`src/rtl/cache_refill_if.sv`:
```
// Lookup/refill bus bundle: request, response, way array and memory ports.
// slave = controller view, master = requester/storage/memory side.
interface cache_refill_if #(
  parameter int WAY_NUM     = 2,
  parameter int CACHE_DEPTH = 128,
  parameter int INDEX_WIDTH = $clog2(CACHE_DEPTH),
  parameter int TAG_WIDTH   = 20,
  parameter int LINE_WIDTH  = 128,
  parameter int ENTRY_WIDTH = TAG_WIDTH + LINE_WIDTH
);
  logic                            i_req_valid;
  logic                            o_req_ready;
  logic [INDEX_WIDTH-1:0]          i_req_idx;
  logic [TAG_WIDTH-1:0]            i_req_tag;
  logic                            o_rsp_valid;
  logic                            i_rsp_ready;
  logic [LINE_WIDTH-1:0]           o_rsp_data;
  logic                            o_rsp_hit;
  logic [INDEX_WIDTH-1:0]          o_way_ridx;
  logic [WAY_NUM*(1+ENTRY_WIDTH)-1:0] i_way_rdata;
  logic [WAY_NUM-1:0]              o_way_wren;
  logic [INDEX_WIDTH-1:0]          o_way_widx;
  logic [ENTRY_WIDTH-1:0]          o_way_wdata;
  logic                            o_mem_req_valid;
  logic                            i_mem_req_ready;
  logic [TAG_WIDTH+INDEX_WIDTH-1:0] o_mem_req_addr;
  logic                            i_mem_rsp_valid;
  logic [LINE_WIDTH-1:0]           i_mem_rsp_data;

  modport slave (
    input  i_req_valid, i_req_idx, i_req_tag,
    input  i_rsp_ready, i_way_rdata,
    input  i_mem_req_ready, i_mem_rsp_valid,
    input  i_mem_rsp_data,
    output o_req_ready, o_rsp_valid, o_rsp_data,
    output o_rsp_hit, o_way_ridx, o_way_wren,
    output o_way_widx, o_way_wdata,
    output o_mem_req_valid, o_mem_req_addr
  );

  modport master (
    output i_req_valid, i_req_idx, i_req_tag,
    output i_rsp_ready, i_way_rdata,
    output i_mem_req_ready, i_mem_rsp_valid,
    output i_mem_rsp_data,
    input  o_req_ready, o_rsp_valid, o_rsp_data,
    input  o_rsp_hit, o_way_ridx, o_way_wren,
    input  o_way_widx, o_way_wdata,
    input  o_mem_req_valid, o_mem_req_addr
  );
endinterface

```
`src/rtl/cache_refill_ctrl.sv`:
```
// Single-outstanding cache lookup with miss refill and victim choice.
// Ports: clk, rst_n (async low) and bus (cache_refill_if.slave).
module cache_refill_ctrl #(
  parameter int WAY_NUM     = 2,
  parameter int CACHE_DEPTH = 128,
  parameter int INDEX_WIDTH = $clog2(CACHE_DEPTH),
  parameter int TAG_WIDTH   = 20,
  parameter int LINE_WIDTH  = 128,
  parameter int ENTRY_WIDTH = TAG_WIDTH + LINE_WIDTH
) (
  input logic           clk,
  input logic           rst_n,
  cache_refill_if.slave bus
);
  localparam int WW  = (WAY_NUM > 1) ? $clog2(WAY_NUM) : 1;
  localparam int EW1 = ENTRY_WIDTH + 1;

  typedef enum logic [2:0] {
    IDLE, LOOKUP, MEM_REQ, MEM_WAIT, REFILL, RESP
  } state_e;

  state_e                 state_q, state_d;
  logic [INDEX_WIDTH-1:0] idx_q, idx_d;
  logic [TAG_WIDTH-1:0]   tag_q, tag_d;
  logic [LINE_WIDTH-1:0]  line_q, line_d;
  logic                   hit_q, hit_d;
  logic [WW-1:0]          victim_q, victim_d;
  logic                   use_rr_q, use_rr_d;
  logic [WW-1:0]          rr_q, rr_d;

  logic                   hit_any;
  logic [LINE_WIDTH-1:0]  hit_line;
  logic                   inv_any;
  logic [WW-1:0]          inv_way;

  // Descending scan so the lowest-index match wins.
  always_comb begin
    hit_any  = 1'b0;
    hit_line = '0;
    inv_any  = 1'b0;
    inv_way  = '0;
    for (int w = WAY_NUM - 1; w >= 0; w--) begin
      if (bus.i_way_rdata[w*EW1 + ENTRY_WIDTH] &&
          bus.i_way_rdata[w*EW1 + LINE_WIDTH +: TAG_WIDTH]
            == tag_q) begin
        hit_any  = 1'b1;
        hit_line = bus.i_way_rdata[w*EW1 +: LINE_WIDTH];
      end
      if (!bus.i_way_rdata[w*EW1 + ENTRY_WIDTH]) begin
        inv_any = 1'b1;
        inv_way = WW'(w);
      end
    end
  end

  always_comb begin
    state_d  = state_q;
    idx_d    = idx_q;
    tag_d    = tag_q;
    line_d   = line_q;
    hit_d    = hit_q;
    victim_d = victim_q;
    use_rr_d = use_rr_q;
    rr_d     = rr_q;
    unique case (state_q)
      IDLE: if (bus.i_req_valid) begin
        idx_d   = bus.i_req_idx;
        tag_d   = bus.i_req_tag;
        state_d = LOOKUP;
      end
      LOOKUP: if (hit_any) begin
        line_d  = hit_line;
        hit_d   = 1'b1;
        state_d = RESP;
      end else begin
        hit_d    = 1'b0;
        victim_d = inv_any ? inv_way : rr_q;
        use_rr_d = !inv_any;
        state_d  = MEM_REQ;
      end
      MEM_REQ: if (bus.i_mem_req_ready) begin
        state_d = MEM_WAIT;
      end
      MEM_WAIT: if (bus.i_mem_rsp_valid) begin
        line_d  = bus.i_mem_rsp_data;
        state_d = REFILL;
      end
      REFILL: begin
        if (use_rr_q) rr_d = rr_q + WW'(1);
        state_d = RESP;
      end
      RESP: if (bus.i_rsp_ready) begin
        state_d = IDLE;
      end
      default: state_d = IDLE;
    endcase
  end

  always_ff @(posedge clk or negedge rst_n) begin
    if (!rst_n) begin
      state_q  <= IDLE;
      idx_q    <= '0;
      tag_q    <= '0;
      line_q   <= '0;
      hit_q    <= 1'b0;
      victim_q <= '0;
      use_rr_q <= 1'b0;
      rr_q     <= '0;
    end else begin
      state_q  <= state_d;
      idx_q    <= idx_d;
      tag_q    <= tag_d;
      line_q   <= line_d;
      hit_q    <= hit_d;
      victim_q <= victim_d;
      use_rr_q <= use_rr_d;
      rr_q     <= rr_d;
    end
  end

  assign bus.o_req_ready     = (state_q == IDLE);
  assign bus.o_rsp_valid     = (state_q == RESP);
  assign bus.o_rsp_data      = line_q;
  assign bus.o_rsp_hit       = hit_q;
  assign bus.o_way_ridx      = idx_q;
  assign bus.o_way_widx      = idx_q;
  assign bus.o_way_wdata     = {tag_q, line_q};
  assign bus.o_mem_req_valid = (state_q == MEM_REQ);
  assign bus.o_mem_req_addr  = {tag_q, idx_q};
  assign bus.o_way_wren      = (state_q == REFILL)
                             ? (WAY_NUM'(1) << victim_q)
                             : '0;
endmodule

```
`src/flat_wrapper.sv`:
```
// flat-port wrapper written by rule: the top's interface ports become plain ports
module cache_refill_ctrl_flat 
#(
  parameter int WAY_NUM     = 2,
  parameter int CACHE_DEPTH = 128,
  parameter int INDEX_WIDTH = $clog2(CACHE_DEPTH),
  parameter int TAG_WIDTH   = 20,
  parameter int LINE_WIDTH  = 128,
  parameter int ENTRY_WIDTH = TAG_WIDTH + LINE_WIDTH
)
  (clk, rst_n, bus_i_req_valid, bus_i_req_idx, bus_i_req_tag, bus_i_rsp_ready, bus_i_way_rdata, bus_i_mem_req_ready, bus_i_mem_rsp_valid, bus_i_mem_rsp_data, bus_o_req_ready, bus_o_rsp_valid, bus_o_rsp_data, bus_o_rsp_hit, bus_o_way_ridx, bus_o_way_wren, bus_o_way_widx, bus_o_way_wdata, bus_o_mem_req_valid, bus_o_mem_req_addr);
  cache_refill_if #(.WAY_NUM(WAY_NUM), .CACHE_DEPTH(CACHE_DEPTH), .INDEX_WIDTH(INDEX_WIDTH), .TAG_WIDTH(TAG_WIDTH), .LINE_WIDTH(LINE_WIDTH), .ENTRY_WIDTH(ENTRY_WIDTH)) bus_i ();
  input logic clk;
  input logic rst_n;
  input wire logic [$bits(bus_i.i_req_valid)-1:0] bus_i_req_valid;
  input wire logic [$bits(bus_i.i_req_idx)-1:0] bus_i_req_idx;
  input wire logic [$bits(bus_i.i_req_tag)-1:0] bus_i_req_tag;
  input wire logic [$bits(bus_i.i_rsp_ready)-1:0] bus_i_rsp_ready;
  input wire logic [$bits(bus_i.i_way_rdata)-1:0] bus_i_way_rdata;
  input wire logic [$bits(bus_i.i_mem_req_ready)-1:0] bus_i_mem_req_ready;
  input wire logic [$bits(bus_i.i_mem_rsp_valid)-1:0] bus_i_mem_rsp_valid;
  input wire logic [$bits(bus_i.i_mem_rsp_data)-1:0] bus_i_mem_rsp_data;
  output wire logic [$bits(bus_i.o_req_ready)-1:0] bus_o_req_ready;
  output wire logic [$bits(bus_i.o_rsp_valid)-1:0] bus_o_rsp_valid;
  output wire logic [$bits(bus_i.o_rsp_data)-1:0] bus_o_rsp_data;
  output wire logic [$bits(bus_i.o_rsp_hit)-1:0] bus_o_rsp_hit;
  output wire logic [$bits(bus_i.o_way_ridx)-1:0] bus_o_way_ridx;
  output wire logic [$bits(bus_i.o_way_wren)-1:0] bus_o_way_wren;
  output wire logic [$bits(bus_i.o_way_widx)-1:0] bus_o_way_widx;
  output wire logic [$bits(bus_i.o_way_wdata)-1:0] bus_o_way_wdata;
  output wire logic [$bits(bus_i.o_mem_req_valid)-1:0] bus_o_mem_req_valid;
  output wire logic [$bits(bus_i.o_mem_req_addr)-1:0] bus_o_mem_req_addr;
  assign bus_i.i_req_valid = bus_i_req_valid;
  assign bus_i.i_req_idx = bus_i_req_idx;
  assign bus_i.i_req_tag = bus_i_req_tag;
  assign bus_i.i_rsp_ready = bus_i_rsp_ready;
  assign bus_i.i_way_rdata = bus_i_way_rdata;
  assign bus_i.i_mem_req_ready = bus_i_mem_req_ready;
  assign bus_i.i_mem_rsp_valid = bus_i_mem_rsp_valid;
  assign bus_i.i_mem_rsp_data = bus_i_mem_rsp_data;
  assign bus_o_req_ready = bus_i.o_req_ready;
  assign bus_o_rsp_valid = bus_i.o_rsp_valid;
  assign bus_o_rsp_data = bus_i.o_rsp_data;
  assign bus_o_rsp_hit = bus_i.o_rsp_hit;
  assign bus_o_way_ridx = bus_i.o_way_ridx;
  assign bus_o_way_wren = bus_i.o_way_wren;
  assign bus_o_way_widx = bus_i.o_way_widx;
  assign bus_o_way_wdata = bus_i.o_way_wdata;
  assign bus_o_mem_req_valid = bus_i.o_mem_req_valid;
  assign bus_o_mem_req_addr = bus_i.o_mem_req_addr;
  cache_refill_ctrl #(.WAY_NUM(WAY_NUM), .CACHE_DEPTH(CACHE_DEPTH), .INDEX_WIDTH(INDEX_WIDTH), .TAG_WIDTH(TAG_WIDTH), .LINE_WIDTH(LINE_WIDTH), .ENTRY_WIDTH(ENTRY_WIDTH)) u_core (.clk(clk), .rst_n(rst_n), .bus(bus_i));
endmodule
```
`config.mk`:
```
export PLATFORM = sky130hd
export DESIGN_NAME = cache_refill_ctrl_flat
export DESIGN_NICKNAME = d
export VERILOG_FILES = /design/src/rtl/cache_refill_if.sv /design/src/rtl/cache_refill_ctrl.sv /design/src/flat_wrapper.sv
export SDC_FILE = /design/constraint.sdc
export NUM_CORES = 1
export LEC_CHECK = 0
export BUFFER_PORTS_ARGS = -buffer_cell sky130_fd_sc_hd__buf_2
export CORE_AREA = 3 3 304 306
export DETAILED_ROUTE_END_ITERATION = 8
export DIE_AREA = 0 0 307 309
export GPL_TIMING_DRIVEN = 0
export PLACE_DENSITY = 0.32
export SYNTH_ARGS = -nofsm -noshare
export SYNTH_HDL_FRONTEND = slang
export SYNTH_SLANG_ARGS = --single-unit
```
`constraint.sdc`:
```
create_clock -name clk -period 1.9 [get_ports clk]
set_input_delay 0.38 -clock clk [delete_from_list [all_inputs] [get_ports clk]]
set_output_delay 0.38 -clock clk [all_outputs]
set_load 0.02 [all_outputs]
```
# ---- Word level (Yosys, flattened, before mapping)
# Index checks and enable logic that the tools add are counted.
dict set report word_totals {
  elab_cells 52
  regBits 162
  in_bits 459
  output_inout_bits 323
}
dict set report classes {
  reduce_logical 10
  addsub 1
  n_eq_ne 12
  bitwise_logic 1
  shifts 1
  n_mux 19
}
# op count
set op_table {}
lappend op_table {{128-bit two-way mux} 4}
lappend op_table {{128-bit case mux with 2 select lines} 1}
lappend op_table {{20-bit equality test} 2}
lappend op_table {{3-bit case mux with 6 select lines} 1}
lappend op_table {{3-bit two-way mux} 5}
lappend op_table {{2-bit != test (second input constant)} 4}
lappend op_table {{1-bit two-way mux} 7}
lappend op_table {{3-bit by 2-bit equality test with 1-bit output (second input constant)} 2}
lappend op_table {{3-bit equality test (second input constant)} 2}
lappend op_table {{2-bit AND reduction} 3}
lappend op_table {{4-bit AND reduction} 1}
lappend op_table {{3-bit by 1-bit equality test with 1-bit output (second input constant)} 1}
lappend op_table {{3-bit zero test} 1}
lappend op_table {{3-bit AND reduction} 1}
lappend op_table {{1-bit logical AND} 2}
lappend op_table {{2-bit two-way mux} 1}
lappend op_table {{2-bit by 1-bit != test with 1-bit output (second input constant)} 1}
lappend op_table {{2-bit nonzero test} 1}
lappend op_table {{1-bit by 1-bit << shifter with 2-bit output (first input constant)} 1}
lappend op_table {{1-bit adder (second input constant)} 1}
lappend op_table {{1-bit zero test} 1}
lappend op_table {{1-bit NOT} 1}

# ---- Logic depth before layout (Yosys ltp)
# Gate-level depths: netlist of run 1.
dict set report logic_depth {
  depth_word 6
  mapped_depth 9
  ltp_nobuf 6
}

# ---- Worst setup path before layout of run 1
# Ideal clock, no wire load.
dict set report synth_timing {
  path_kind {flip-flop to flip-flop}
  from {register u_core.state_q[1]}
  to {register u_core.idx_q[5], in the netlist u_core.bus.o_way_ridx[5]}
  path_stages_with_launch 7
  setup_ns 0.125
  arrival_time_ns 2.329
  required_time_ns 1.775
  path_buffers 3
  setup_slack_ns -0.554
  synth_period_minus_slack_ns 2.454
  cell_sequence {dfrtp_1 clkbuf_1 nor3_1 and2_1 clkbuf_1 buf_1 mux2_2}
}
dict set report synth_between {
  elab_chain_len 2
}
# element line_no
set synth_lines {}
lappend synth_lines {{start: declaration} cache_refill_ctrl.sv:22} ;# state_e state_q, state_d;
lappend synth_lines {{start signal: assignment} cache_refill_ctrl.sv:110} ;# state_q <= state_d;
lappend synth_lines {{3-bit zero test} --}
lappend synth_lines {{via bus_o_req_ready} flat_wrapper.sv:23} ;# output wire logic [$bits(bus_i.o_req_ready)-1:0] bus_o_req_ready;
lappend synth_lines {{2-bit AND reduction (no line)} --}
lappend synth_lines {{end signal: assignment} cache_refill_ctrl.sv:111} ;# idx_q <= idx_d;
lappend synth_lines {{end: declaration} cache_refill_ctrl.sv:23} ;# logic [INDEX_WIDTH-1:0] idx_q, idx_d;
# The timed path passes the listed nets, and every way through them passes these cells.
# A chain may end at the register's enable or synchronous reset.

# ---- Worst setup path after layout of run 1
dict set report layout_timing {
  from {register u_core.tag_q[10]}
  to {register u_core.line_q[3], in the netlist u_core.bus.o_rsp_data[3]}
}
dict set report layout_between {
  elab_chain_len 6
  word_cells_on_any_way 12
  cone_classes {3 x eq/ne; 6 x mux; 3 x reduce/logical}
}
# element line_no
set layout_lines {}
lappend layout_lines {{start: declaration} cache_refill_ctrl.sv:24} ;# logic [TAG_WIDTH-1:0] tag_q, tag_d;
lappend layout_lines {{start signal: assignment} cache_refill_ctrl.sv:112} ;# tag_q <= tag_d;
lappend layout_lines {{20-bit equality test} cache_refill_ctrl.sv:45} ;# == tag_q) begin
lappend layout_lines {{1-bit logical AND} cache_refill_ctrl.sv:43} ;# if (bus.i_way_rdata[w*EW1 + ENTRY_WIDTH] &&
lappend layout_lines {{128-bit two-way mux or 1-bit two-way mux (tied branches) (2 in a row)} cache_refill_ctrl.sv:43}
lappend layout_lines {{128-bit two-way mux or 2-bit by 1-bit != test with 1-bit output (tied branches)} --}
lappend layout_lines {{128-bit case mux with 2 select lines or 3-bit AND reduction (tied branches)} --}
lappend layout_lines {{end signal: assignment} cache_refill_ctrl.sv:113} ;# line_q <= line_d;
lappend layout_lines {{end: declaration} cache_refill_ctrl.sv:25} ;# logic [LINE_WIDTH-1:0] line_q, line_d;
# Parallel ways exist; a longest one is shown, timed or not. The select of a mux whose other input is x is not followed.

==> reports/qor_table.md, run 1 <==
| Parameter | Reported |
| --- | --- |
| Outcome | finished, violations left |
| Violations in the final reports | setup timing |
| Number of H-tree levels | 4 |
| Pin count of the biggest net entering global routing | 84 |
| Cell leakage power | 9.14 nW |
| Post-DP Area | 15,700 um^2 |
| Most Frequent Cell on Critical Path | sky130_fd_sc_hd__buf_4 |
| Final design area excluding fillers | 18,900 um^2 |
| Synth area leaders | sky130_fd_sc_hd__dfrtp_1 (40%), sky130_fd_sc_hd__buf_4 (12%), sky130_fd_sc_hd__a221oi_1 (11%), sky130_fd_sc_hd__o31ai_1 (8.0%), sky130_fd_sc_hd__o21ai_0 (6.3%) |
| Number of vias in the routed layout | 12,100 |
| Skew final | 0.0220 ns |
| Type of the worst setup path | reg -> reg |
| Count of input and output buffers | 781 |
| Final hold violation count | 0 |
| Wire length of the first global-routing pass | 93,100 um |
| Fraction of final layout cells sized beyond drive strength 1 | 69.7% |
| Post-synthesis simple-gate area fraction | 7.73% |
| Number of max-slew violations in the final report | 0 |
| Final setup violating endpoints | 135 |
| Number of synthesized flops with an enable pin | 0 |
| Number of sinks driven by the clock tree | 162 |
| Max stage delay on crit path | 0.47 ns |
| Adder and majority cell fraction of the synthesized area | 0% |
| Total power per unit cell area | 1740 nW/um^2 |
| # rows | 110 |
| Syn_nets | 1,542 |
| Antenna Nets Post-Route | 0 |
| Antenna violations before repair | 23 |
| Clock slew seen by the registers of the worst setup and hold paths | 0.09 ns |
| Max-cap violation count | 0 |
| I/O pins | 782 |
| Endpoint of the worst hold path | u_core.tag_q[0] |
| Period Utilization, post-route | 136% |
| Critical-path top delay cell | sky130_fd_sc_hd__dfrtp_2 |
| Clock latency of the later-clocked register in the worst-skew pair | 0.48 ns |
| CTS Root Buffer Type | sky130_fd_sc_hd__clkbuf_16 |
| TritonCTS clock tree | yes |
| Vias in the first global route | 12,700 |
| Die area | 94,900 um^2 |
| Routed wire length | 69,200 um |
| Filler-free cell count of the finished design | 3,134 |
| Post-Synthesis Mean Instance Area | 9.40 um^2 |
| Share of cell area taken by muxes after synthesis | 3.18% |
| Post-synthesis compound-gate area fraction | 28.5% |
| Synth cell types | 39 |
| FF-to-FF path depth | 10 |
| Peak supply drop | 0.000836 V |
| Reg-to-Reg Start | u_core.tag_q[10] |
| Floorplan core area | 89,900 um^2 |
| Fraction of synthesized cell area in xor and xnor cells | 3.53% |
| Kind of capture point of the worst setup path | flip-flop |
| Number of buffers on the longest clock path | 2 |
| Layout Nets | 2,387 |
| Worst slack on hold paths | 0.127 ns |
| Maximum frequency from static timing analysis | 0.387 GHz |
| Detailed-route DRC error count | 0 |
| Highest fanout seen on the critical path | 10 |
| Number of search-and-repair iterations in the first detailed-routing pass | 4 |
| Number of standard cells after synthesis | 1,083 |
| RSZ-0062 raised after global routing | true |
| Critical path startpoint category | flip-flop |
| Placer congestion estimate | 0.841 |
| Register-to-Register Setup Slack | -0.68 ns |
| Number of inserted filler cells in the final layout | 10,000 |
| Initial standard-cell utilization of the core | 11.3% |
| Placed wire-length estimate after detailed placement | 54,400 um |
| Type of the most critical hold path | in -> reg |
| Required time of the critical path | 2.28 ns |
| Setup TNS after final layout | -79.13 ns |
| Ys async rst share | 100% |
| Flip-flop and latch count after synthesis | 162 |
| FF-to-FF End | u_core.bus.o_rsp_data[3] |
| Post-synthesis instance area | 10,200 um^2 |
| Utilization of the core after routing | 21.0% |
| Worst hold path stage count | 2 |
| Dominant register cell in the synthesized netlist | sky130_fd_sc_hd__dfrtp_1 |
| Die Width | 307 um |
| Number of CTS-inserted buffers | 17 |
| Combinational family with the most area after synthesis | compound AO/OA/AOI/OAI gates |
| Via-per-instance ratio | 3.85 |
| Global route total overflow | 0 |
| Sequential element share of the synthesized area | 39.8% |
| Leading area contributor after synthesis | sky130_fd_sc_hd__dfrtp_1 |
| Share of the synthesized area in the top cell type | 39.8% |
| Total number of yosys warnings | 0 |
| Launch point of the worst hold path | bus_i_req_tag[0] |
| P&R area growth vs syn | 85.3% |
| Ordered cell list for the critical path | buf_4 > xnor2_2 > nand4_1 > nor4_4 > buf_4 > and2_4 > clkbuf_16 > buf_4 > a221oi_1 > o31ai_4 |
| Headroom to the max-slew limit | 46.6% |
| Final min period | 2.58 ns |
| Tightest Pin Transition | 0.801 ns |
| Final setup margin | -0.682 ns |
| Routed length per instance | 22.1 um |
| Post-Place Cells | 3,041 |
| Gr usage total | 13.7% |
| DRC violation total after the first TritonRoute iteration | 493 |
| Arrival time worst endpoint | 2.96 ns |
| Height of the chip | 309 um |
==> registers in the layout (all words and copies together), names as in the netlist <==
| signal | cells |
|---|---|
| u_core.rr_q | 1 |
| u_core.state_q | 3 |
| u_core.victim_q | 1 |
| u_core.tag_q | 20 |
| u_core.bus.o_rsp_hit | 1 |
| u_core.use_rr_q | 1 |
| u_core.bus.o_rsp_data | 128 |
| u_core.bus.o_way_ridx | 7 |
==> logic make-up after synthesis <==
logic type | Yosys count
and+or+nand+nor | 183
buffers and inverters | 272
DFF | 162
xor gates and xnor gates | 41
muxes | 29
AOI/OAI and AO/OA | 396
==> critical path: cells and delay by family (launching register included) <==
family                    cells  cell delay, ns
AOI/OAI and AO/OA             2            0.40
DFF                           1            0.47
xor gates and xnor gates      1            0.16
and+or+nand+nor               3            0.69
buffers and inverters         4            0.76
==> repair_timing <==
action / CTS / global route
setup endpoints to repair: 160 / 159
hold buffers: 1 / 0
hold endpoints to repair: 82 / 0
gates resized for setup: 320 / 133
gates cloned: 9 / 2
setup buffers: 28 / 9
pin swaps: 44 / 15
==> metal layers <==
layer | GRT usage, % | wire length [um] | vias up | part of all wire, %
met1 | 16.3 | 28300 | 5948 | 41
met2 | 24.7 | 35900 | 424 | 52
met4 | 3.94 | 1150 | 18 | 1.7
li1 | - | - | 5633 | -
met3 | 3.07 | 3770 | 53 | 5.5
met5 | 0 | 98 | - | 0.14
==> stage by stage <==
| step | setup slack (ns) | total power [W] |
|---|---|---|
| finish | -0.682 | 0.0328 |
| global route | -0.856 | 0.0349 |
| CTS | -0.759 | 0.0327 |
| detailed placement | -1.99 | 0.0258 |
| global placement | -3.02 | 0.0258 |
| floorplan | -0.290 | 0.0180 |
==> placed cells by master, fill, tap and decap left out, types with 6 or more instances in the layout <==
| cell | n |
|---|---|
| sky130_fd_sc_hd__a221oi_1 | 79 |
| sky130_fd_sc_hd__a221oi_2 | 41 |
| sky130_fd_sc_hd__a221oi_4 | 9 |
| sky130_fd_sc_hd__buf_12 | 19 |
| sky130_fd_sc_hd__buf_16 | 10 |
| sky130_fd_sc_hd__buf_2 | 775 |
| sky130_fd_sc_hd__buf_4 | 201 |
| sky130_fd_sc_hd__buf_6 | 19 |
| sky130_fd_sc_hd__buf_8 | 9 |
| sky130_fd_sc_hd__clkbuf_1 | 24 |
| sky130_fd_sc_hd__clkbuf_16 | 20 |
| sky130_fd_sc_hd__clkbuf_2 | 19 |
| sky130_fd_sc_hd__clkbuf_4 | 10 |
| sky130_fd_sc_hd__dfrtp_1 | 140 |
| sky130_fd_sc_hd__dfrtp_2 | 22 |
| sky130_fd_sc_hd__diode_2 | 18 |
| sky130_fd_sc_hd__inv_6 | 7 |
| sky130_fd_sc_hd__mux2_2 | 27 |
| sky130_fd_sc_hd__nand2_1 | 9 |
| sky130_fd_sc_hd__nand4_1 | 7 |
| sky130_fd_sc_hd__nor2_1 | 134 |
| sky130_fd_sc_hd__o21ai_0 | 90 |
| sky130_fd_sc_hd__o21ai_1 | 34 |
| sky130_fd_sc_hd__o21ai_2 | 6 |
| sky130_fd_sc_hd__o31ai_1 | 13 |
| sky130_fd_sc_hd__o31ai_2 | 76 |
| sky130_fd_sc_hd__o31ai_4 | 39 |
| sky130_fd_sc_hd__xnor2_2 | 11 |
| sky130_fd_sc_hd__xor2_1 | 22 |
==> cell type report <==
| type | instances | area [um^2] | area share [%] |
|---|---|---|---|
| clock inverter | 14 | 166 | 0.882 |
| antenna | 18 | 45.0 | 0.239 |
| buffer | 263 | 2160 | 11.5 |
| tap | 1176 | 1470 | 7.80 |
| sequential | 162 | 4080 | 21.6 |
| inverter | 6 | 26.3 | 0.139 |
| timing repair buffer | 829 | 4600 | 24.4 |
| clock buffer | 17 | 425 | 2.25 |
| multi-input combinational | 649 | 5890 | 31.2 |
==> worst max path at each step <==
stage / start / endpoint / slack [ns] / cells after the start
4_1_cts: u_core.tag_q[4] / u_core.bus.o_rsp_data[21] / -0.76 / 8
3_5_place_dp: u_core.state_q[1] / u_core.bus.o_rsp_data[88] / -1.99 / 7
5_1_grt: u_core.tag_q[10] / u_core.bus.o_rsp_data[82] / -0.86 / 10
3_3_place_gp: rst_n / u_core.tag_q[2] / -3.02 / 1
6_report: u_core.tag_q[10] / u_core.bus.o_rsp_data[3] / -0.68 / 10
2_1_floorplan: u_core.tag_q[11] / u_core.bus.o_rsp_data[0] / -0.29 / 9
==> power by group <==
part	total, W	internal [W]	switching [W]
combinational	0.0217	0.00893	0.0128
sequential	0.00728	0.00512	0.00215
clock	0.00382	0.00198	0.00184
total	0.0328	0.0160	0.0168
==> cell usage after synthesis, types with 4 or more instances <==
library cell	n
sky130_fd_sc_hd__o31ai_1	108
sky130_fd_sc_hd__buf_6	13
sky130_fd_sc_hd__dfrtp_1	162
sky130_fd_sc_hd__o31ai_2	20
sky130_fd_sc_hd__nand2_1	10
sky130_fd_sc_hd__xnor2_1	18
sky130_fd_sc_hd__buf_2	23
sky130_fd_sc_hd__nor4_1	8
sky130_fd_sc_hd__mux2_2	27
sky130_fd_sc_hd__o21ai_0	129
sky130_fd_sc_hd__xor2_1	23
sky130_fd_sc_hd__nand4_1	7
sky130_fd_sc_hd__nor2_1	136
sky130_fd_sc_hd__inv_1	6
sky130_fd_sc_hd__a221oi_1	129
sky130_fd_sc_hd__clkbuf_1	66
sky130_fd_sc_hd__nor3_1	6
sky130_fd_sc_hd__buf_4	162
sky130_fd_sc_hd__nand3_1	4
(Power assumes the default switching activity.)
==> inputs of run 2 (changes only) <==
--- a/config.mk
+++ b/config.mk
@@ -12,3 +12,2 @@
 export GPL_TIMING_DRIVEN = 0
-export PLACE_DENSITY = 0.32
 export SYNTH_ARGS = -nofsm -noshare
==> constraint.sdc (replaced) <==
create_clock -name clk -period 1.9 [get_ports clk]
set_input_delay 0.095 -clock clk [delete_from_list [all_inputs] [get_ports clk]]
set_output_delay 0.095 -clock clk [all_outputs]
set_load 0.02 [all_outputs]
==> reports/qor_table.md, run 2 (synthesized netlist as in run 1, its figures left out) <==
| Parameter | Reported |
| --- | --- |
| Number of inserted filler cells in the final layout | 9,472 |
| Detailed-route DRC error count | 0 |
| Final min period | 2.82 ns |
| Routed length on met1 | 30,400 um |
| Fraction of final layout cells sized beyond drive strength 1 | 53.3% |
| Most Frequent Cell on Critical Path | sky130_fd_sc_hd__buf_12 |
| Worst Setup EP | u_core.bus.o_rsp_data[115] |
| Peak supply drop | 0.000696 V |
| Maximum frequency from static timing analysis | 0.354 GHz |
| Number of buffers on the longest clock path | 2 |
| Placed wire-length estimate after detailed placement | 56,200 um |
| Count of input and output buffers | 781 |
| Max-cap violation count | 0 |
| FF/Latch Area | 4080 um^2 |
| Cell leakage power | 10.4 nW |
| Number of H-tree levels | 4 |
| Met3 Wirelength | 8120 um |
| Pin count of the biggest net entering global routing | 84 |
| Routed length on met2 | 34,100 um |
| DRC violation total after the first TritonRoute iteration | 1,181 |
| Type of the most critical hold path | in -> reg |
| Max layer used | met5 |
| # rows | 110 |
| Max stage delay on crit path | 0.45 ns |
| I/O pins | 782 |
| Vias in the first global route | 14,800 |
| Beginning of the critical path | u_core.tag_q[9] |
| Floorplan core area | 89,900 um^2 |
| Layout Nets | 2,769 |
| Total power per unit cell area | 1510 nW/um^2 |
| Headroom to the max-slew limit | 49.3% |
| Number of sinks driven by the clock tree | 162 |
| Height of the chip | 309 um |
| Outcome | finished, violations left |
| Final setup violating endpoints | 134 |
| Initial standard-cell utilization of the core | 11.3% |
| Reg-to-Reg Start | u_core.tag_q[9] |
| Flip-flop count of the largest register, all copies and words added | 128 |
| Final hold violation count | 0 |
| Routed wire length | 76,100 um |
| RSZ-0062 raised after global routing | true |
| Arrival time worst endpoint | 3.22 ns |
| Die Width | 307 um |
| Final setup margin | -0.921 ns |
| CTS Root Buffer Type | sky130_fd_sc_hd__clkbuf_16 |
| Tightest Pin Transition | 0.761 ns |
| Critical path startpoint category | flip-flop |
| Placer congestion estimate | 0.925 |
| Post-Place Cells | 3,041 |
| FF-to-FF path depth | 10 |
| Largest delay contributor family on the critical path | simple AND/OR/NAND/NOR gates |
| Via-per-instance ratio | 4.16 |
| Number of max-slew violations in the final report | 0 |
| Number of vias in the routed layout | 14,600 |
| FF-to-FF End | u_core.bus.o_rsp_data[115] |
| Clock latency of the later-clocked register in the worst-skew pair | 0.50 ns |
| Antenna violations before repair | 24 |
| TritonCTS clock tree | yes |
| Skew final | 0.0117 ns |
| Die area | 94,900 um^2 |
| Most common library cell in the layout ignoring fill and taps | sky130_fd_sc_hd__buf_2 |
| P&R area growth vs syn | 112% |
| Type of the worst setup path | reg -> reg |
| Ordered cell list for the critical path | xor2_1 > nor3_1 > and4_4 > a221oi_4 > buf_12 > buf_4 > or2_4 > buf_12 > clkbuf_16 > o31ai_2 |
| Highest fanout seen on the critical path | 15 |
| Leading cell types in the layout, fill and taps excluded | sky130_fd_sc_hd__buf_2 (790), sky130_fd_sc_hd__dlygate4sd3_1 (409), sky130_fd_sc_hd__buf_4 (179) |
| Violations in the final reports | setup timing |
| Total power draw | 0.0327 W |
| Buffer and inverter count on the worst path | 4 |
| Gr usage total | 15.2% |
| Antenna Nets Post-Route | 0 |
| Number of search-and-repair iterations in the first detailed-routing pass | 6 |
| Number of CTS-inserted buffers | 17 |
| Routed length per instance | 21.7 um |
| Area occupied by multi-input gates | 5100 um^2 |
| Filler-free cell count of the finished design | 3,510 |
| Setup slack at placement | -1.78 ns |
| Period Utilization, post-route | 148% |
| Crit. path cell count | 10 |
| Clock slew seen by the registers of the worst setup and hold paths | 0.07 ns |
| Required time of the critical path | 2.30 ns |
| Kind of capture point of the worst setup path | flip-flop |
| Critical-path top delay cell | sky130_fd_sc_hd__dfrtp_2 |
| Wire length of the first global-routing pass | 103,000 um |
| Register-to-Register Setup Slack | -0.92 ns |
| Global route total overflow | 0 |
[run 2: cell count changes in the layout (fill, tap and decap cells not counted), moves of 32 or more]
cell	before	now
sky130_fd_sc_hd__a221oi_1	79	123
sky130_fd_sc_hd__o21ai_1	34	2
sky130_fd_sc_hd__o21ai_0	90	128
sky130_fd_sc_hd__a221oi_2	41	5
sky130_fd_sc_hd__dlygate4sd3_1	1	409
sky130_fd_sc_hd__o31ai_4	39	7
[run 2: how the worst min path moves through the flow]
stage | end | depth (start not counted) | slack, ns | start
6_report | u_core.bus.o_rsp_data[85] | 3 | 0.05 | bus_i_way_rdata[85]
5_1_grt | u_core.bus.o_rsp_data[85] | 3 | 0.008 | bus_i_way_rdata[85]
3_3_place_gp | u_core.tag_q[5] | 2 | 0.33 | bus_i_req_tag[5]
4_1_cts | u_core.bus.o_rsp_data[8] | 3 | 0.0008 | bus_i_way_rdata[157]
3_5_place_dp | u_core.bus.o_rsp_data[35] | 1 | 0.11 | rst_n
2_1_floorplan | u_core.bus.o_rsp_data[0] | 0 | -0.20 | rst_n
[run 2: where the power goes]
group | switching [W] | internal, W | leakage (nW)
Sequential | 0.00232 | 0.00512 | 2.10
Combinational | 0.0129 | 0.00851 | 7.98
Clock | 0.00171 | 0.00208 | 0.288
[run 2: metal layers]
| metal | up-vias | global-route usage, % |
|---|---|---|
| li1 | 6370 | - |
| met1 | 7005 | 18.5 |
| met2 | 1025 | 23.6 |
| met3 | 191 | 5.63 |
| met4 | 10 | 7.36 |
| met5 | - | 0 |
[run 2: layout make-up]
| type | instances | share of cell area, % |
|---|---|---|
| antenna | 11 | 0.128 |
| buffer | 265 | 9.19 |
| clock buffer | 21 | 2.23 |
| clock inverter | 11 | 0.586 |
| inverter | 6 | 0.104 |
| multi-input combinational | 649 | 23.6 |
| sequential | 162 | 18.9 |
| tap | 1176 | 6.82 |
| timing repair buffer | 1209 | 38.4 |
[run 2: stage by stage]
| stage | area [um^2] | setup TNS (ns) | hold slack (ns) | util [%] |
|---|---|---|---|---|
| 2_1_floorplan | 10300 | -32.96 | -0.201 | - |
| 3_3_place_gp | 15700 | -606.98 | 0.328 | 17.5 |
| 3_5_place_dp | 15700 | -213.68 | 0.108 | 17.5 |
| 4_1_cts | 21000 | -99.43 | 0.000789 | 23.4 |
| 5_1_grt | 21600 | -114.76 | 0.00765 | 24.0 |
| 6_report | 21600 | -102.52 | 0.0496 | 24.0 |
[run 2: what timing repair did]
item,4_1_cts,5_1_grt
pin swaps,10,11
resized for setup,107,93
endpoints found under the hold margin,241,0
setup endpoints to repair,165,158
hold buffers,409,0
gates cloned,4,1
buffers inserted,5,8
[run 2: worst register-to-register path, delay by kind of cell, from the launching register on]
kind | cells | cell delay, ns
AO/OA/AOI/OAI | 2 | 0.32
XOR/XNOR | 1 | 0.16
buffers and inverters | 4 | 0.87
flip-flops | 1 | 0.45
AND/OR/NAND/NOR | 3 | 0.94
==> inputs of run 3 (changes only) <==
==> constraint.sdc (replaced) <==
create_clock -name clk -period 1.9 [get_ports clk]
set_input_delay 0.38 -clock clk [delete_from_list [all_inputs] [get_ports clk]]
set_output_delay 0.38 -clock clk [all_outputs]
set_load 0.02 [all_outputs]
==> reports/qor_table.md, run 3 (synthesized netlist as in run 1, its figures left out) <==
| Parameter | Reported |
| --- | --- |
| Final setup violating endpoints | 137 |
| Count of input and output buffers | 781 |
| Via-per-instance ratio | 3.96 |
| Critical path startpoint category | flip-flop |
| Pin count of the biggest net entering global routing | 84 |
| Floorplan core area | 89,900 um^2 |
| Number of max-slew violations in the final report | 0 |
| Height of the chip | 309 um |
| Area occupied by multi-input gates | 5140 um^2 |
| Period Utilization, post-route | 146% |
| Required time of the critical path | 2.29 ns |
| Gr usage total | 13.7% |
| Final design area excluding fillers | 17,500 um^2 |
| Register-to-Register Setup Slack | -0.88 ns |
| Kind of capture point of the worst setup path | flip-flop |
| Vias in the first global route | 12,000 |
| Total power per unit cell area | 1800 nW/um^2 |
| Post-Place Cells | 3,041 |
| Switching part of the total power | 51.9% |
| Number of buffers on the longest clock path | 2 |
| I/O pins | 782 |
| Number of search-and-repair iterations in the first detailed-routing pass | 5 |
| Skew final | 0.0103 ns |
| RSZ-0062 raised after global routing | true |
| CTS Root Buffer Type | sky130_fd_sc_hd__clkbuf_16 |
| Clock slew seen by the registers of the worst setup and hold paths | 0.08 ns |
| Max-cap violation count | 0 |
| Flip-flop count of the largest register, all copies and words added | 128 |
| Combinational share of power | 64.6% |
| Most common library cell in the layout ignoring fill and taps | sky130_fd_sc_hd__buf_2 |
| Peak supply drop | 0.000741 V |
| Number of sinks driven by the clock tree | 162 |
| Routed wire length | 68,400 um |
| Number of inserted filler cells in the final layout | 10,000 |
| Violations in the final reports | setup timing |
| Antenna violations before repair | 29 |
| Fraction of final layout cells sized beyond drive strength 1 | 65.4% |
| Number of vias in the routed layout | 12,300 |
| Highest fanout seen on the critical path | 15 |
| Number of H-tree levels | 4 |
| Leading cell types in the layout, fill and taps excluded | sky130_fd_sc_hd__buf_2 (789), sky130_fd_sc_hd__buf_4 (171), sky130_fd_sc_hd__dfrtp_1 (137) |
| Placer congestion estimate | 0.925 |
| TritonCTS clock tree | yes |
| Type of the most critical hold path | in -> reg |
| Post-DP Area | 15,700 um^2 |
| Die area | 94,900 um^2 |
| Number of CTS-inserted buffers | 17 |
| DRC violation total after the first TritonRoute iteration | 759 |
| Headroom to the max-slew limit | 49.3% |
| Routed length per instance | 22.0 um |
| Antenna Nets Post-Route | 0 |
| Outcome | finished, violations left |
| Global route total overflow | 0 |
| Placed wire-length estimate after detailed placement | 56,200 um |
| Maximum frequency from static timing analysis | 0.360 GHz |
| Final min period | 2.78 ns |
| Initial standard-cell utilization of the core | 11.3% |
| Detailed-route DRC error count | 0 |
| Total internal power | 0.0152 W |
| Type of the worst setup path | reg -> reg |
| Wire length of the first global-routing pass | 90,600 um |
| Filler-free cell count of the finished design | 3,104 |
| P&R area growth vs syn | 72.3% |
| Arrival time worst endpoint | 3.17 ns |
| Clock latency of the later-clocked register in the worst-skew pair | 0.49 ns |
| Layout Nets | 2,356 |
| Net load switching power | 0.0164 W |
| Final setup margin | -0.875 ns |
| Die Width | 307 um |
| Tightest Pin Transition | 0.761 ns |
| # rows | 110 |
| Part of the power in the clock network | 12.0% |
| Relative contribution of sequential cells to total power | 23.4% |
| Final hold violation count | 0 |
| Cell leakage power | 8.68 nW |
| FF/Latch Area | 4090 um^2 |
## run 3: final timing paths
check	start	to	cells after the start
min reg2reg	u_core.rr_q	u_core.rr_q	1
min in group asynchronous	rst_n	u_core.bus.o_rsp_data[23]	2
max in group asynchronous	rst_n	u_core.tag_q[10]	3
min	bus_i_req_idx[1]	u_core.bus.o_way_ridx[1]	2
max	u_core.tag_q[17]	u_core.bus.o_rsp_data[119]	10
max reg2reg	u_core.tag_q[17]	u_core.bus.o_rsp_data[119]	10
## run 3: worst max-delay path, stage by stage, from the launching register on
cell                        delay [ns]
sky130_fd_sc_hd__dfrtp_2          0.47
sky130_fd_sc_hd__xor2_1           0.17
sky130_fd_sc_hd__nor4_1           0.32
sky130_fd_sc_hd__nor3b_2          0.30
sky130_fd_sc_hd__a221oi_4         0.10
sky130_fd_sc_hd__buf_12           0.16
sky130_fd_sc_hd__buf_6            0.14
sky130_fd_sc_hd__or2_4            0.25
sky130_fd_sc_hd__buf_12           0.16
sky130_fd_sc_hd__clkbuf_16        0.25
sky130_fd_sc_hd__o31ai_1          0.23
## run 3: what timing repair did
item	in CTS	in global routing
hold buffers	1	0
pin swaps	10	10
resized for setup	115	103
setup buffers	5	3
endpoints found under the hold margin	82	0
gates cloned	4	1
setup endpoints to repair	172	151
## run 3: cell type report
type                    instances  area share, %
multi-input cells             649           29.3
repair buffers                795           23.8
plain buffers                 266           11.4
flip-flops and latches        162           23.3
inverters                       6          0.157
diodes                         18          0.257
clock buffers                  21           2.74
clock inverters                11          0.720
well taps                    1176           8.39
## run 3: per-layer routing
| metal | share of wire, % | vias to the layer above | global-route usage (%) |
|---|---|---|---|
| li1 | - | 5553 | - |
| met1 | 40 | 5913 | 16.4 |
| met2 | 44 | 686 | 21.0 |
| met3 | 11 | 122 | 6.11 |
| met4 | 4.7 | 8 | 6.71 |
| met5 | 0.066 | - | 0 |
## run 3: per-stage QoR
step	setup TNS [ns]	util (%)	worst slack (ns)	power, W	hold slack [ns]
CTS	-100.68	18.9	-0.847	0.0311	0.0307
floorplan	-32.96	-	-0.290	0.0180	0.0844
finish	-98.62	19.5	-0.875	0.0315	0.115
global route	-115.25	19.5	-0.988	0.0335	0.0619
global placement	-657.17	17.5	-2.70	0.0260	0.462
detailed placement	-216.42	17.5	-1.80	0.0262	0.393
## run 3: power by group through the flow
stage | clock (W) | sequential [W] | combinational (W)
after floorplan | 0 | 0.00831 | 0.00971
after global placement | 0 | 0.00733 | 0.0187
after detailed placement | 0 | 0.00737 | 0.0188
after CTS | 0.00398 | 0.00737 | 0.0197
after global routing | 0.00408 | 0.00761 | 0.0218
final | 0.00378 | 0.00739 | 0.0203
